`src/rtl/cim_slice_recombiner.sv`:
```
// ============================================================================
// Module   : cim_slice_recombiner
// Brief    : Shift-accumulates four 2-bit-slice CIM column partial sums into
//            full-precision dot-product results behind a valid/ready handshake.
// Revision : 1.0
// ============================================================================
`default_nettype none

module cim_slice_recombiner #(
    parameter int N_COL = 8,
    parameter int PS_W  = 12,
    parameter int ACC_W = PS_W + 7,
    parameter int OUT_W = PS_W + 6
) (
    input  logic                    clk,
    input  logic                    rst,
    input  logic                    in_valid,
    output logic                    in_ready,
    input  logic [1:0]              in_slice,
    input  logic signed [PS_W-1:0]  in_psum    [0:N_COL-1],
    output logic                    out_valid,
    input  logic                    out_ready,
    output logic signed [OUT_W-1:0] out_result [0:N_COL-1],
    output logic                    err_seq
);

    typedef enum logic [0:0] {
        ST_ACCUM = 1'b0,
        ST_HOLD  = 1'b1
    } state_t;

    state_t                   state_q, state_d;
    logic [1:0]               exp_slice_q, exp_slice_d;
    logic                     err_q, err_d;
    logic signed [ACC_W-1:0]  acc_q    [0:N_COL-1];
    logic signed [ACC_W-1:0]  acc_d    [0:N_COL-1];
    logic signed [OUT_W-1:0]  result_q [0:N_COL-1];
    logic signed [OUT_W-1:0]  result_d [0:N_COL-1];
    logic signed [ACC_W-1:0]  term     [0:N_COL-1];
    logic signed [ACC_W-1:0]  sum      [0:N_COL-1];
    logic                     accept;

    assign out_valid  = (state_q == ST_HOLD);
    assign in_ready   = ~out_valid & ~rst;
    assign accept     = in_valid & in_ready;
    assign err_seq    = err_q;
    assign out_result = result_q;

    always_comb begin
        state_d     = state_q;
        exp_slice_d = exp_slice_q;
        err_d       = 1'b0;
        acc_d       = acc_q;
        result_d    = result_q;
        for (int c = 0; c < N_COL; c++) begin
            term[c] = in_psum[c];
            term[c] = term[c] <<< {in_slice, 1'b0};
            sum[c]  = acc_q[c] + term[c];
        end

        case (state_q)
            ST_ACCUM: begin
                if (accept) begin
                    if (in_slice == 2'd0) begin
                        // Slice 0 always restarts; an unfinished vector is an error.
                        acc_d       = term;
                        exp_slice_d = 2'd1;
                        err_d       = (exp_slice_q != 2'd0);
                    end else if (in_slice == exp_slice_q) begin
                        if (in_slice == 2'd3) begin
                            // Bit 0 is the splitter's appended zero; drop it.
                            for (int c = 0; c < N_COL; c++) begin
                                result_d[c] = sum[c][OUT_W:1];
                            end
                            state_d     = ST_HOLD;
                            exp_slice_d = 2'd0;
                        end else begin
                            acc_d       = sum;
                            exp_slice_d = exp_slice_q + 2'd1;
                        end
                    end else begin
                        exp_slice_d = 2'd0;
                        err_d       = 1'b1;
                    end
                end
            end
            ST_HOLD: begin
                if (out_ready) begin
                    state_d = ST_ACCUM;
                end
            end
            default: state_d = ST_ACCUM;
        endcase
    end

    always_ff @(posedge clk) begin
        if (rst) begin
            state_q     <= ST_ACCUM;
            exp_slice_q <= 2'd0;
            err_q       <= 1'b0;
            for (int c = 0; c < N_COL; c++) begin
                acc_q[c]    <= '0;
                result_q[c] <= '0;
            end
        end else begin
            state_q     <= state_d;
            exp_slice_q <= exp_slice_d;
            err_q       <= err_d;
            acc_q       <= acc_d;
            result_q    <= result_d;
        end
    end

endmodule

`default_nettype wire
```
`config.mk`:
```
export PLATFORM = sky130hd
export DESIGN_NAME = cim_slice_recombiner
export DESIGN_NICKNAME = d
export VERILOG_FILES = /design/src/rtl/cim_slice_recombiner.sv
export SDC_FILE = /design/constraint.sdc
export NUM_CORES = 1
export LEC_CHECK = 0
export CORE_MARGIN = 2
export CORE_UTILIZATION = 47
export CTS_BUF_LIST = sky130_fd_sc_hd__clkbuf_16
export DETAILED_ROUTE_END_ITERATION = 12
export PLACE_DENSITY_LB_ADDON = 0.12
export SLEW_MARGIN = 20
export SYNTH_ARGS = -nofsm -noshare
export SYNTH_HDL_FRONTEND = slang
export SYNTH_SLANG_ARGS = --single-unit
```
`constraint.sdc`:
```
create_clock -name clk -period 4.9 [get_ports clk]
set_input_delay 0.49 -clock clk [delete_from_list [all_inputs] [get_ports clk]]
set_output_delay 0.49 -clock clk [all_outputs]
set_load 0.005 [all_outputs]
```
# Yosys cells after proc, flatten, opt, wreduce, memory -nomap -nowiden
# Cells that the tools add are included.
[classes]
reduce_logical = 7
n_addsub = 9
mux = 14
n_bitwise = 6
eq_ne = 3
shift = 8
[op_table]
columns = ["operator", "count"]
rows = [
  ["$mux W152", 3],
  ["$add A19 B19 Y19", 8],
  ["$sshl A12 B3 Y19", 8],
  ["$mux W1", 7],
  ["$mux W2", 3],
  ["$reduce_and A5 Y1", 1],
  ["$not A1 Y1", 4],
  ["$reduce_and A4 Y1", 1],
  ["$reduce_bool A2 Y1", 2],
  ["$reduce_or A3 Y1", 1],
  ["$add A2 B1 Y2 const B", 1],
  ["$and A1 B1 Y1", 2],
  ["$eq A2 B2 Y1", 1],
  ["$eq A2 B2 Y1 const B", 1],
  ["$logic_not A2 Y1", 1],
  ["$ne A2 B2 Y1 const B", 1],
  ["$pmux W1 S2", 1],
  ["$reduce_and A2 Y1", 1],
]
[word_totals]
reg_bits = 300
in_bits = 102

# Longest topological paths before layout
[depth]
word_depth = 6
depth_mapped = 16

# Least setup slack after synthesis
# Ideal clock, no wire load.
[synth_path]
kind = "input to register"
start = "input in_slice[0]"
end = "register acc_q[13] (netlist bit)"
path_stages = 16
path_slack_ns = 0.827
path_buffers = 3
arrival_ns = 3.959
setup_ns = 0.115
cell_sequence = "clkbuf_1 -> buf_1 -> inv_1 -> nor2_1 -> clkbuf_1 -> nand2_1 -> o21ai_0 -> ha_1 -> and3_1 -> a2111oi_4 -> a21oi_2 -> a31oi_4 -> o21ai_0 -> a21oi_1 -> xor2_1 -> a2111oi_0"
[synth_via]
elab_chain_len = 5
word_cells_on_any_way = 11
[synth_lines]
columns = ["element", "line_no", "source"]
rows = [
  ["start, declared", "19", "input logic [1:0] in_slice,"],
  ["$sshl A12 B3 Y19", "57", "term[c] = term[c] <<< {in_slice, 1'b0};"],
  ["$add A19 B19 Y19", "58", "sum[c] = acc_q[c] + term[c];"],
  ["$mux W152", "70", "if (in_slice == 2'd3) begin"],
  ["$mux W152", "69", "end else if (in_slice == exp_slice_q) begin"],
  ["$mux W152", "64", "if (in_slice == 2'd0) begin"],
  ["end signal, assigned by index", "102", "acc_q[c] <= '0;"],
  ["end signal, assigned", "109", "acc_q <= acc_d;"],
  ["end, declared", "35", "logic signed [ACC_W-1:0] acc_q [0:N_COL-1];"],
]
# Several ways; a longest one is shown, not always the timed one. The select of a mux whose other input is x is not followed.
# A chain may end at the register's enable or synchronous reset.

# Worst setup path in the final report
[layout_path]
start = "input in_slice[1]"
end = "register acc_q[75] (netlist bit)"
# Same word-level chain as after synthesis.

==> impl_results.md <==
- CTS sink cnt: 300
- Placement Cell Area: 0.02349 mm²
- CTS Buf Count: 38
- Sw frac: 30.27%
- DR iter-0 viols: 1205
- Type of origin of the critical path: input pin
- DIE AREA: 0.04546 mm²
- Leak pwr: 9.772 nW
- Cell Count Post-Placement: 3332
- All-Layer GR Usage: 27.78%
- Hold Crit Class: in -> reg
- Largest cells by area after synthesis: dfxtp_1, ha_1, nand2_1
- Final setup viols: 0
- Hold slack: 0.3543 ns
- Detailed-route via count: 20000
- Hold path depth: 2
- Initial antenna violation count: 2
- I/O Buffers: 248
- Largest net degree at the start of global routing: 115
- Root Buffer: clkbuf_16
- Area grow syn2layout: 20.21%
- Worst rel slew slack: 34.56%
- Sequential power share: 37.1%
- Die width: 213.2 µm
- TNS Setup: 0 ns
- Outcome: complete, no violations
- Crit path arrival time: 4.13 ns
- DRC errors left: 0
- Clk buf depth: 3
- Clock Skew: 0.02731 ns
- Worst Max-Slew Pin Slew: 0.9816 ns
- Core ar.: 0.04317 mm²
- Post-CTS setup buffer count: 0
- Post-CTS sizing: 0
- Wirelength per Cell: 18.83 µm
- Most used routing layer: met2
- NumNets Final: 3042
- Synth Register Bits: 300
- Met2 Usage GRT: 44.87%
- Cells after Synth: 2641
- Most used DFF post-synth: dfxtp_1
- Number of global-route vias before repair: 19420
- Overall power: 6.832 mW
- RD Place Congestion: 0.9060
- First-pass GRT wire length: 101.4 mm
- Synth Area per Inst: 7.791 µm²
- Pwr/cell area: 276.2 mW/mm²
- Share of layout cells above drive strength 1: 5.540%
- Area leader, netlist: dfxtp_1
- Worst Path Max Fanout: 40
- Detailed Routing Iterations Pass 1: 5
- Ys async rst share: 0%
- Final Slew Violations: 0
- Post-synthesis sequential area ratio: 29.19%
- Die H: 213.2 µm
- Distinct cells, synth: 81
- CTS tree: built
- Finished Cell Area: 0.02473 mm²
- Synthesized net count: 2896
- Setup ws final: 1.212 ns
- Initial Util: 47.66%
- GRT met1 Usage: 37.43%
- Pint: 4.765 mW
- Reg2Reg Depth: 11
- Yosys top cell area share: 29.19%
- Final cell count without fillers: 3402
- Clock power frac: 41.2%
- I/O pins: 249
- Post-layout util: 57.29%
- Synthesized cell area: 0.02057 mm²
- Max_cap viols: 0
- Post-DP HPWL: 44.80 mm
- Site row count: 76
- CTS H-tree depth: 2
- NetSw: 2.068 mW
- Skew-Pair Late Insertion Delay: 0.57 ns
- Post-route ant nets: 0
- Crit path time final: 3.688 ns
- Synth warnings: 0
- Required time of the critical path: 5.35 ns
- Remaining global-route overflow: 0
- WS Path Type: in -> reg
- VDD IR max: 236.4 µV
- Hold Fails Final Rpt: 0
- Setup WS pre-CTS: 0.6787 ns
- Vias per Instance: 5.880
- Routed WL: 64.06 mm
- CTS Hold Bufs: 0
- RSZ-0062 raised after global routing: no
- Worst-path clk slew: 0.06 ns
- Number of synthesized flops with an enable pin: 0
- CP Capture Type: flip-flop
- Fin crit share: 75.27%
- GR Layer Usage met3: 4.957%
- Peak Freq: 271.1 MHz
- Logic pwr share: 21.6%
==> cell usage in the layout (no fill, tap or decap), types with 16 or more instances in the layout <==
| master | count |
|---|---|
| a211oi_1 | 77 |
| a21o_1 | 49 |
| a21oi_1 | 239 |
| a311oi_1 | 61 |
| a31oi_1 | 25 |
| and2_1 | 16 |
| and3_1 | 20 |
| buf_4 | 19 |
| clkbuf_16 | 41 |
| clkdlybuf4s50_1 | 245 |
| dfxtp_1 | 300 |
| ha_1 | 145 |
| inv_1 | 60 |
| mux2i_1 | 64 |
| mux4_2 | 40 |
| nand2_1 | 441 |
| nand3_1 | 68 |
| nor2_1 | 291 |
| nor2b_1 | 30 |
| nor3_1 | 45 |
| o21a_1 | 22 |
| o21ai_0 | 167 |
| xnor2_1 | 92 |
| xor2_1 | 38 |
==> worst paths after layout <==
check / startpoint / end / slack [ns]
worst max-delay path: in_slice[1] / acc_q[75] / 1.21
worst max register to register: acc_q[57] / acc_q[75] / 1.92
worst min-delay path: rst / acc_q[8] / 0.35
worst min register to register: out_result[56] / out_result[56] / 0.45
==> synthesized netlist by cell type, drive strengths merged, types with 10 or more instances <==
| library cell | instances |
|---|---|
| or3 | 11 |
| a311oi | 62 |
| nand2b | 14 |
| nor3 | 45 |
| ha | 145 |
| dfxtp | 300 |
| and2 | 16 |
| clkbuf | 140 |
| o21ai | 172 |
| a41oi | 11 |
| buf | 29 |
| nor4 | 10 |
| a31oi | 26 |
| nor2b | 31 |
| mux4 | 40 |
| o21a | 22 |
| nor2 | 294 |
| inv | 56 |
| o21bai | 13 |
| mux2i | 64 |
| a211oi | 78 |
| xor2 | 38 |
| nand3 | 68 |
| a21o | 49 |
| xnor2 | 92 |
| and3 | 20 |
| nand2 | 441 |
| a21oi | 240 |
==> sequential cells by signal (all words and copies together), names as in the netlist <==
| signal | cells |
|---|---|
| acc_q | 152 |
| out_result | 144 |
| err_seq | 1 |
| out_valid | 1 |
| exp_slice_q | 2 |
==> layer usage <==
layer | part of all wire [%] | wire length, µm | vias up
met2 | 45 | 29040 | 623
met3 | 6.1 | 3882 | 110
met4 | 3.0 | 1905 | 2
met1 | 46 | 29220 | 9505
li1 | - | - | 9763
met5 | 0.020 | 13 | -
==> final cells by class <==
| type | instances | area [µm²] |
|---|---|---|
| Clock buffer | 41 | 1026 |
| Tap cell | 585 | 732.0 |
| Clock inverter | 28 | 212.7 |
| Timing Repair Buffer | 275 | 2789 |
| Fill cell | 4148 | 18440 |
| Multi-Input combinational cell | 2116 | 13750 |
| Sequential cell | 300 | 6006 |
| Antenna cell | 1 | 2.502 |
| Inverter | 56 | 211.5 |
==> power by group through the flow <==
stage	Sequential (mW)	Combinational [mW]	Clock (mW)
6_report	2.54	1.48	2.82
5_1_grt	2.54	1.63	2.97
4_1_cts	2.54	1.47	2.87
2_1_floorplan	2.58	1.05	0
3_5_place_dp	2.59	1.46	0
3_3_place_gp	2.59	1.44	0
==> critical path, stage by stage <==
cell,delay [ns]
buf_6,0.21
nor2_4,0.61
and2_1,0.25
ha_1,0.21
inv_1,0.07
fa_1,0.43
nor2b_1,0.17
o2111ai_1,0.15
nand3_1,0.16
a31oi_1,0.17
o31ai_1,0.59
mux2i_1,0.25
nand2_1,0.07
a32o_1,0.26
==> cells by family after synthesis <==
family	Yosys count	share of synthesized area [%]
simple gates	984	20.64
compound gates	745	23.38
flops	300	29.19
buf+inv	225	4.172
fa+ha+maj	153	9.596
xor+xnor	130	5.534
mux	104	7.492
No activity file was read; power rests on OpenSTA's default activity.
